**src/rtl/lift_pkg.sv**
```systemverilog
// rtl/lift_pkg.sv - shared call-state type and default parameters for hall call logic
package lift_pkg;

    typedef enum logic [1:0] {
        IDLE     = 2'd0,
        PENDING  = 2'd1,
        ASSIGNED = 2'd2,
        RETRY    = 2'd3
    } call_state_t;

    localparam int DEF_N_FLOORS        = 12;
    localparam int DEF_DEBOUNCE_CYCLES = 4;
    localparam int DEF_ASSIGN_TIMEOUT  = 64;

endpackage

```
**src/rtl/hall_call_cell.sv**
```systemverilog
// rtl/hall_call_cell.sv - one hall call: synchronizer, debouncer, call FSM and retry timer
module hall_call_cell
    import lift_pkg::*;
#(
    parameter int DEBOUNCE_CYCLES = DEF_DEBOUNCE_CYCLES,
    parameter int ASSIGN_TIMEOUT  = DEF_ASSIGN_TIMEOUT
) (
    input  logic clk,
    input  logic reset_n,
    input  logic i_btn,
    input  logic i_status,
    output logic o_rqst,
    output logic o_lamp
);

    localparam int CW = $clog2(DEBOUNCE_CYCLES + 1);
    localparam int TW = $clog2(ASSIGN_TIMEOUT);
    localparam logic [CW-1:0] CMAX = CW'(DEBOUNCE_CYCLES);
    localparam logic [TW-1:0] TMAX = TW'(ASSIGN_TIMEOUT - 1);

    logic [1:0]    r_sync;
    logic [CW-1:0] r_cnt;
    logic          r_deb;
    logic          r_deb_q;
    call_state_t   r_state;
    logic [TW-1:0] r_timer;
    logic          r_rqst;
    logic          r_lamp;

    logic          w_level;
    logic          w_press;
    call_state_t   w_next;
    logic [TW-1:0] w_timer_next;

    assign w_level = (r_cnt == CMAX);
    assign w_press = r_deb & ~r_deb_q;

    always_ff @(posedge clk) begin
        if (!reset_n) begin
            r_sync  <= '0;
            r_cnt   <= '0;
            r_deb   <= 1'b0;
            r_deb_q <= 1'b0;
            r_state <= IDLE;
            r_timer <= '0;
            r_rqst  <= 1'b0;
            r_lamp  <= 1'b0;
        end else begin
            r_sync <= {r_sync[0], i_btn};
            if (!r_sync[1])
                r_cnt <= '0;
            else if (r_cnt != CMAX)
                r_cnt <= r_cnt + 1'b1;
            r_deb   <= w_level;
            r_deb_q <= r_deb;
            r_state <= w_next;
            r_timer <= w_timer_next;
            // outputs decoded from next state so they leave flops aligned with r_state
            r_rqst  <= (w_next == PENDING);
            r_lamp  <= (w_next != IDLE);
        end
    end

    always_comb begin
        w_next       = r_state;
        w_timer_next = r_timer;
        case (r_state)
            IDLE: begin
                if (w_press) begin
                    w_next       = i_status ? ASSIGNED : PENDING;
                    w_timer_next = '0;
                end
            end
            PENDING: begin
                if (i_status) begin
                    w_next       = ASSIGNED;
                    w_timer_next = '0;
                end else if (r_timer == TMAX) begin
                    w_next       = RETRY;
                    w_timer_next = '0;
                end else begin
                    w_timer_next = r_timer + 1'b1;
                end
            end
            ASSIGNED: begin
                if (!i_status)
                    w_next = IDLE;
            end
            RETRY: begin
                w_next       = i_status ? ASSIGNED : PENDING;
                w_timer_next = '0;
            end
            default: w_next = IDLE;
        endcase
    end

    assign o_rqst = r_rqst;
    assign o_lamp = r_lamp;

endmodule

```
**src/rtl/hall_call_register.sv**
```systemverilog
// rtl/hall_call_register.sv - per-floor UP/DOWN hall call registration with arbiter handshake
module hall_call_register
    import lift_pkg::*;
#(
    parameter int N_FLOORS        = DEF_N_FLOORS,
    parameter int DEBOUNCE_CYCLES = DEF_DEBOUNCE_CYCLES,
    parameter int ASSIGN_TIMEOUT  = DEF_ASSIGN_TIMEOUT
) (
    input  logic                clk,
    input  logic                reset_n,
    input  logic [N_FLOORS-1:0] up_btn,
    input  logic [N_FLOORS-1:0] dn_btn,
    input  logic [N_FLOORS-1:0] up_status,
    input  logic [N_FLOORS-1:0] dn_status,
    output logic [N_FLOORS-1:0] up_rqst,
    output logic [N_FLOORS-1:0] dn_rqst,
    output logic [N_FLOORS-1:0] up_lamp,
    output logic [N_FLOORS-1:0] dn_lamp
);

    // top floor has no UP call and ground floor has no DOWN call
    logic w_unused_bound;
    assign w_unused_bound = &{1'b0, up_btn[N_FLOORS-1], up_status[N_FLOORS-1],
                              dn_btn[0], dn_status[0]};

    for (genvar f = 0; f < N_FLOORS; f++) begin : g_floor
        if (f == N_FLOORS - 1) begin : g_up_tie
            assign up_rqst[f] = 1'b0;
            assign up_lamp[f] = 1'b0;
        end else begin : g_up
            hall_call_cell #(
                .DEBOUNCE_CYCLES (DEBOUNCE_CYCLES),
                .ASSIGN_TIMEOUT  (ASSIGN_TIMEOUT)
            ) u_up (
                .clk      (clk),
                .reset_n  (reset_n),
                .i_btn    (up_btn[f]),
                .i_status (up_status[f]),
                .o_rqst   (up_rqst[f]),
                .o_lamp   (up_lamp[f])
            );
        end

        if (f == 0) begin : g_dn_tie
            assign dn_rqst[f] = 1'b0;
            assign dn_lamp[f] = 1'b0;
        end else begin : g_dn
            hall_call_cell #(
                .DEBOUNCE_CYCLES (DEBOUNCE_CYCLES),
                .ASSIGN_TIMEOUT  (ASSIGN_TIMEOUT)
            ) u_dn (
                .clk      (clk),
                .reset_n  (reset_n),
                .i_btn    (dn_btn[f]),
                .i_status (dn_status[f]),
                .o_rqst   (dn_rqst[f]),
                .o_lamp   (dn_lamp[f])
            );
        end
    end

endmodule

```
**config.mk**
```make
export PLATFORM = sky130hd
export DESIGN_NAME = hall_call_register
export DESIGN_NICKNAME = d
export VERILOG_FILES = /design/src/rtl/lift_pkg.sv /design/src/rtl/hall_call_cell.sv /design/src/rtl/hall_call_register.sv
export SDC_FILE = /design/constraint.sdc
export NUM_CORES = 1
export LEC_CHECK = 0
export BUFFER_PORTS_ARGS = -buffer_cell sky130_fd_sc_hd__buf_4
export CAP_MARGIN = 0
export CORE_ASPECT_RATIO = 1.2
export CORE_MARGIN = 4
export CORE_UTILIZATION = 41
export CTS_CLUSTER_SIZE = 8
export DETAILED_ROUTE_END_ITERATION = 8
export SLEW_MARGIN = 20
export SYNTH_ARGS = -nofsm -noshare
export SYNTH_HDL_FRONTEND = slang
export SYNTH_SLANG_ARGS = --single-unit
```
**constraint.sdc**
```tcl
create_clock -name clk -period 4.61 [get_ports clk]
set_input_delay 0.922 -clock clk [delete_from_list [all_inputs] [get_ports clk]]
set_output_delay 0.922 -clock clk [all_outputs]
set_load 0.05 [all_outputs]
```
# == After elaboration in Yosys (flattened, before gate mapping) ==
# Cells that the tools add are included.
# op_classes
add_sub_neg,44
n_eq_ne,176
muxes,220
n_bitwise,44
reduce_logical,110
# ops
cell,count
$mux 6,66
$pmux 6 s3,22
$mux 2,110
$pmux 2 s4,22
$add 6x1->6 const B,22
$eq 6x6->1 const B,22
$eq 2x1->1 const B,44
$eq 2x2->1 const B,44
$reduce_and 2->1,44
$add 3x1->3 const B,22
$eq 3x3->1 const B,22
$ne 3x3->1 const B,22
$reduce_bool 3->1,22
$logic_not 2->1,22
$ne 2x1->1 const B,22
$reduce_bool 2->1,22
$and 1x1->1,22
$not 1->1,22
# totals
regBits,374
in_bits,50
elab_cells,770

# == Depth between registers and ports, before layout ==
# Gate-level depths: netlist (run 1).
# logic_depth
depth_word,5
mapped_depth,5

# == By module ==
# From an unflattened synthesis (run 1), not the netlist that was laid out.
# unflattened
hier_cells,1759
hier_area_um2,16176.8
# by_module_without_submodules
mod,instances,cells_per_inst,area_each_um2,seq_area_each_um2
hall_call_cell (g_floor[0].g_up.u_up ...),16,80,734.5,340.3
hall_call_cell (g_floor[7].g_dn.u_dn ...),6,79,732.0,340.3
hall_call_register,1,5,33.8,0.0

# == Worst setup path after synthesis (run 1) ==
# No wires, ideal clock.
# synth_path
path_type,in2reg
start,input port dn_status[2]
end,register g_floor[2].g_dn.u_dn.r_timer[5]
arrival_ns,2.022
required_time_ns,4.536
path_slack_ns,2.513
cell_stages,4
path_cell_list,or3b_1 > buf_2 > or4_1 > a31oi_1
# synth_via
elab_chain_cells,2
# synth_rtl
item,line_no,text
start: declaration,hall_call_register.sv:14,"input logic [N_FLOORS-1:0] dn_status,"
$mux 6,hall_call_cell.sv:75,if (i_status) begin
$pmux 6 s3,hall_call_cell.sv:67,case (r_state)
end signal: assignment,hall_call_cell.sv:57,r_timer <= w_timer_next;
end: declaration,hall_call_cell.sv:26,logic [TW-1:0] r_timer;
# No other way between the ends.
# A chain may end at the register's enable or synchronous reset.

==> impl_metrics.json, run 1 <==
{
  "outcome": "finished, final reports clean",
  "drt-vias-per-instance": 5.18,
  "setup_tns_ns": 0,
  "die_y_um": 222,
  "nFillCells": 3605,
  "crit_chain": "buf_4, inv_6, buf_4, nor3_1, a21boi_0",
  "antenna_left": 0,
  "grt_usage": 0.141,
  "synth_cell_type_count": 43,
  "grt_antenna_before_repair": 1,
  "rsz0062_at_grt": "false",
  "syn_inst": 1819,
  "synth_flop_cell": "dfxtp_1",
  "cts_setup_buffers": 0,
  "fp.coreArea_mm2": 0.0378,
  "drc_errors": 0,
  "slew_headroom": 0.432,
  "num_vias": 12200,
  "cts_sinks": 374,
  "crit_top_cell": "buf_4",
  "synth-edff-count": 0,
  "synthArstFlopShare": 0,
  "worstSetupEndpointType": "register",
  "ys_ff_latch": 374,
  "maxSlewViolCount": 0,
  "postCtsHoldBufs": 0,
  "fmax_ghz": 0.457,
  "hp-start": "g_floor[6].g_dn.u_dn.r_sync[0]",
  "powerDensity_mw_per_mm2": 376,
  "portBuffers": 89,
  "start_util": 0.414,
  "crit_path_max_fanout": 104,
  "setup_violations": 0,
  "multi_input_area_mm2": 0.00739,
  "yosysWarnings": 0,
  "finalNetCount": 1983,
  "synth_top_cells_by_count": "dfxtp_1 (374), nor2_1 (215), nand2_1 (182), a21oi_1 (164), nor3_1 (105)",
  "worstMarginPinSlew_ns": 0.853,
  "cts_resized": 0,
  "cts_root_buffer": "clkbuf_16",
  "total_power_uw": 6670,
  "peakVddDrop_mv": 0.300,
  "clk_latency_ns": 0.56,
  "grt_pass1_wl_um": 51700,
  "hold_viol": 0,
  "fin_skew_ns": 0.0164,
  "final.min_clock_period_ns": 2.19,
  "synth_seq_area_share": 0.479,
  "regArea_mm2": 0.00749,
  "max_stage_delay_ns": 0.64,
  "num_antenna_cells": 0,
  "die_x_um": 186,
  "worstSetupStartpointType": "input port",
  "fin_crit_sh": 0.475,
  "p_leak_uw": 0.00642,
  "dr.first_iter.drc_count": 693,
  "path_class": "in -> reg",
  "fp.dieArea_mm2": 0.0414,
  "ios": 98,
  "place_congestion": 0.780,
  "synth.most_common_cell": "dfxtp_1",
  "hp-class": "reg -> reg",
  "first_pass_iters": 5,
  "syn-cell-area_mm2": 0.0156,
  "cts_buffers": 52,
  "synth_area_leaders": "dfxtp_1 (48%), ha_1 (5.3%), a21oi_1 (5.2%)",
  "cts.path.max_buffers": 3,
  "worstPathRequired_ns": 5.03,
  "syn_avg_cell_area_um2": 8.60,
  "crit-reg2reg-launch": "g_floor[0].g_up.u_up.r_state[0]",
  "wirelength_um": 29500,
  "critPathSlowestCell": "inv_6",
  "maxCapViolCount": 0,
  "cts_max_level": 2,
  "grt_pass1_vias": 11700,
  "grt.overflow.total": 0,
  "yosysTopAreaCell": "dfxtp_1",
  "area_growth_pct": 13.4,
  "worstPathArrival_ns": 2.61,
  "clkSlewWorstSetupHoldPaths_ns": 0.05,
  "grt_start_max_net_pins": 105,
  "dp_hpwl_um": 19400,
  "worstSetupStartpoint": "reset_n",
  "synth_top_area_frac": 0.479,
  "wl_per_cell_um": 12.6,
  "cts_tree": "built",
  "rows": 78,
  "final_layout_size_suffix_gt1_frac": 0.0921
}
==> cells by family (layout without fill, tap and decap cells) <==
logic type               after synthesis  count (layout)  synth area share
other                                  1               4          0.000240
multiplexers                          31              31            0.0198
AND/OR/NAND/NOR                      804             804             0.255
adder cells (fa/ha/maj)               66              66            0.0528
buffers and inverters                157             203            0.0496
XOR/XNOR                              22              22            0.0123
flip-flops                           374             374             0.479
AO/OA/AOI/OAI                        364             364             0.131
==> registers in the layout, indices dropped and copies added, names as in the netlist <==
signal	flops
g_floor.g_up.u_up.r_sync	22
g_floor.g_dn.u_dn.r_sync	22
g_floor.g_dn.u_dn.r_cnt	33
g_floor.g_dn.u_dn.r_timer	66
g_floor.g_up.u_up.o_lamp	11
g_floor.g_dn.u_dn.o_rqst	11
g_floor.g_up.u_up.r_timer	66
g_floor.g_up.u_up.o_rqst	11
g_floor.g_up.u_up.r_deb	11
g_floor.g_up.u_up.r_cnt	33
g_floor.g_up.u_up.r_state	22
g_floor.g_dn.u_dn.o_lamp	11
g_floor.g_dn.u_dn.r_state	22
g_floor.g_up.u_up.r_deb_q	11
g_floor.g_dn.u_dn.r_deb	11
g_floor.g_dn.u_dn.r_deb_q	11
==> through the flow <==
| stage | area [um^2] | worst slack (ns) | util | hold slack (ns) | instances |
|---|---|---|---|---|---|
| global placement | 16400 | 1.86 | 0.434 | 0.413 | 2293 |
| global route | 17700 | 2.28 | 0.470 | 0.441 | 2348 |
| floorplan | 15700 | 2.51 | - | 0.412 | 1822 |
| detailed placement | 16400 | 1.85 | 0.434 | 0.420 | 2293 |
| CTS | 17700 | 2.40 | 0.470 | 0.431 | 2348 |
| finish | 17700 | 2.42 | 0.470 | 0.428 | 2348 |
==> cell usage in the layout (no fill, tap or decap), drive strengths merged, types with 3 or more instances in the layout <==
master  count
nand2     182
conb        4
and4        3
nor4        6
and3       20
nor3      105
nor3b      23
nor2b      21
o22ai      14
nand2b     13
o21ba       3
buf        92
a21oi     164
ha         66
dfxtp     374
mux2i      31
or3b       39
nor2      215
o21a       12
or3        15
and4b       3
clkbuf     53
a31oi      41
inv        57
a221oi      3
a211oi      8
o211ai      8
a22oi      19
nand3      66
or4         5
and2       74
nand3b      9
o21ai      88
nand4b      5
xnor2      22
==> power breakdown <==
group / total [uW] / switching [uW] / internal (uW)
combinational: 142 / 90.5 / 51.0
sequential: 3270 / 10.0 / 3260
clock: 3250 / 1270 / 1980
total: 6670 / 1370 / 5300
==> path summary, 6_finish.rpt <==
kind | cells past startpoint | end | slack, ns
setup / recovery | 5 | g_floor[3].g_up.u_up.o_rqst | 2.42
hold / removal | 1 | g_floor[6].g_dn.u_dn.r_sync[1] | 0.43
setup reg to reg | 3 | g_floor[0].g_up.u_up.r_timer[5] | 2.99
hold reg to reg | 1 | g_floor[6].g_dn.u_dn.r_sync[1] | 0.43
==> layer usage <==
layer  wire, um  up-vias  GRT usage
li1           -     6322          -
met1      13600     5635      0.172
met2      14000      145      0.245
met3       1180       55     0.0301
met4        764        2     0.0499
met5         14        -          0
==> critical path, delay by kind of cell <==
kind	cells	cell delay, ns
AO/OA/AOI/OAI	1	0.15
buffers and inverters	3	1.34
AND/OR/NAND/NOR	1	0.13
==> layout make-up <==
type                            count  share of cell area
Tap cell                          480              0.0339
Multi-Input combinational cell   1291               0.417
Sequential cell                   374               0.422
Inverter                           56              0.0121
Clock inverter                      2             0.00141
Clock buffer                       53              0.0741
Timing Repair Buffer               92              0.0396
No activity file was read; power rests on OpenSTA's default activity.
==> run 2, diff against run 1 <==
Clock period 4.61 ns to 1.8 ns, I/O delays scaled along.
==> run 2 against run 1 <==
  * Die area stayed put
  * Via count is 1.5% higher
  * Critical path depth is 1 higher
  * Critical endpoint is now g_floor[10].g_dn.u_dn.r_timer[5]
  * Sequential power grew to 2.6 times the previous value
  * Highest routed layer unchanged
  * Flip-flop and latch count stayed put
==> impl_metrics.json, run 2 (same netlist as run 1, synthesis figures left out) <==
{
  "final_layout_size_suffix_gt1_frac": 0.0961,
  "cts_max_level": 2,
  "use_met2": 0.243,
  "worstSetupEndpointType": "register",
  "gr-usage-met3": 0.0288,
  "met1_usage": 0.175,
  "grt_usage": 0.140,
  "fp.dieArea_mm2": 0.0414,
  "cts_sinks": 374,
  "grt_pass1_wl_um": 51600,
  "place_congestion": 0.798,
  "cts_buffers": 52,
  "final_common_cell": "dfxtp_1",
  "rsz0062_at_grt": "false",
  "cts_tree": "built",
  "area_growth_pct": 15.9,
  "fmax_ghz": 0.575,
  "worstPathArrival_ns": 2.22,
  "setup_tns_ns": 0,
  "dpl_cell_area_mm2": 0.0165,
  "ios": 98,
  "path_class": "in -> reg",
  "powerDensity_mw_per_mm2": 948,
  "drt-vias-per-instance": 5.17,
  "fin_skew_ns": 0.0151,
  "worstMarginPinSlew_ns": 0.580,
  "worstPathRequired_ns": 2.28,
  "grt_pass1_vias": 11600,
  "finalInstanceArea_mm2": 0.0181,
  "clkSlewWorstSetupHoldPaths_ns": 0.05,
  "worst_slack_ns": 0.0602,
  "clk_latency_ns": 0.55,
  "fp.coreArea_mm2": 0.0378,
  "outcome": "finished, final reports clean",
  "top_regs": "g_floor.g_up.u_up.r_timer x66, g_floor.g_dn.u_dn.r_timer x66",
  "wl_per_cell_um": 12.6,
  "start_util": 0.414,
  "dr.first_iter.drc_count": 479,
  "rows": 78,
  "finalNetCount": 2021,
  "maxSlewViolCount": 0,
  "crit_path_max_fanout": 5,
  "die_x_um": 186,
  "dp_slack_ns": 0.0851,
  "first_pass_iters": 5,
  "cts.path.max_buffers": 3,
  "cts_setup_buffers": 0,
  "drc_errors": 0,
  "setup_violations": 0,
  "antenna_left": 0,
  "maxCapViolCount": 0,
  "cts_root_buffer": "clkbuf_16",
  "grt_start_max_net_pins": 57,
  "final.min_clock_period_ns": 1.74,
  "num_vias": 12300,
  "hold_viol": 0,
  "p_leak_uw": 0.00660,
  "nFillCells": 3588,
  "top_usage_layer": "met2",
  "portBuffers": 89,
  "die_y_um": 222,
  "worstSetupStartpointType": "input port",
  "dp_hpwl_um": 20100,
  "wirelength_um": 30000,
  "hp-class": "in -> reg",
  "slew_headroom": 0.614,
  "rrSetupSlack_ns": 0.19,
  "num_antenna_cells": 0,
  "fin_crit_sh": 0.967,
  "grt.overflow.total": 0,
  "peakVddDrop_mv": 0.611,
  "grt_antenna_before_repair": 1,
  "final_cell_mix": "dfxtp_1 (374), nor2_1 (215), nand2_1 (182)"
}
[run 2: changes by cell type in the layout (fill, tap and decap cells not counted), sizes merged]
cell	change
buf	+9
clkbuf	+1
clkinv	-1
dlygate4sd3	+29
inv	-1
[run 2: path summary, 6_finish.rpt]
path	end	cells past startpoint	from
hold reg to reg	g_floor[1].g_up.u_up.r_sync[1]	1	g_floor[1].g_up.u_up.r_sync[0]
setup / recovery	g_floor[10].g_dn.u_dn.r_timer[5]	6	dn_status[10]
setup reg to reg	g_floor[8].g_dn.u_dn.r_timer[5]	3	g_floor[8].g_dn.u_dn.r_state[0]
hold / removal	g_floor[6].g_up.u_up.r_sync[0]	2	up_btn[6]
[run 2: area by class of cell]
type	count	area (um^2)	share of cell area
sequential	374	7490	0.413
inverter	56	215	0.0119
clock buffer	54	1340	0.0739
multi-input combinational	1291	7410	0.408
tap	480	601	0.0331
timing repair buffer	130	1090	0.0599
[run 2: power breakdown]
group / switching (uW) / leakage (uW) / internal, uW
logic: 247 / 0.00292 / 186
registers: 25.3 / 0.00302 / 8360
clock network: 3240 / 0.000660 / 5130
total: 3520 / 0.00660 / 13700
[run 2: layer usage]
metal / vias to the layer above / share of wire
met5: - / 0.00043
met4: 2 / 0.023
met3: 59 / 0.040
met2: 169 / 0.47
met1: 5714 / 0.47
li1: 6392 / -
[run 2: metrics by stage]
stage / hold slack (ns) / util / power (uW) / cells
finish: 0.0385 / 0.480 / 17200 / 2385
global route: 0.00500 / 0.480 / 17900 / 2385
CTS: 0.00242 / 0.480 / 17600 / 2385
detailed placement: 0.421 / 0.437 / 8940 / 2302
global placement: 0.413 / 0.437 / 8930 / 2302
floorplan: 0.412 / - / 8750 / 1822
[run 2: worst max-delay path, cell delays in order]
cell and delay (ns):
dlygate4sd3_1 0.57, buf_4 0.16, or3b_1 0.45, a311oi_2 0.37, a41oi_1 0.17, a31oi_1 0.15
[run 2: timing repair]
item	4_1_cts	5_1_grt
resized for setup	0	3
hold buffers	29	0
setup endpoints to repair	0	2
hold endpoints to repair	39	0
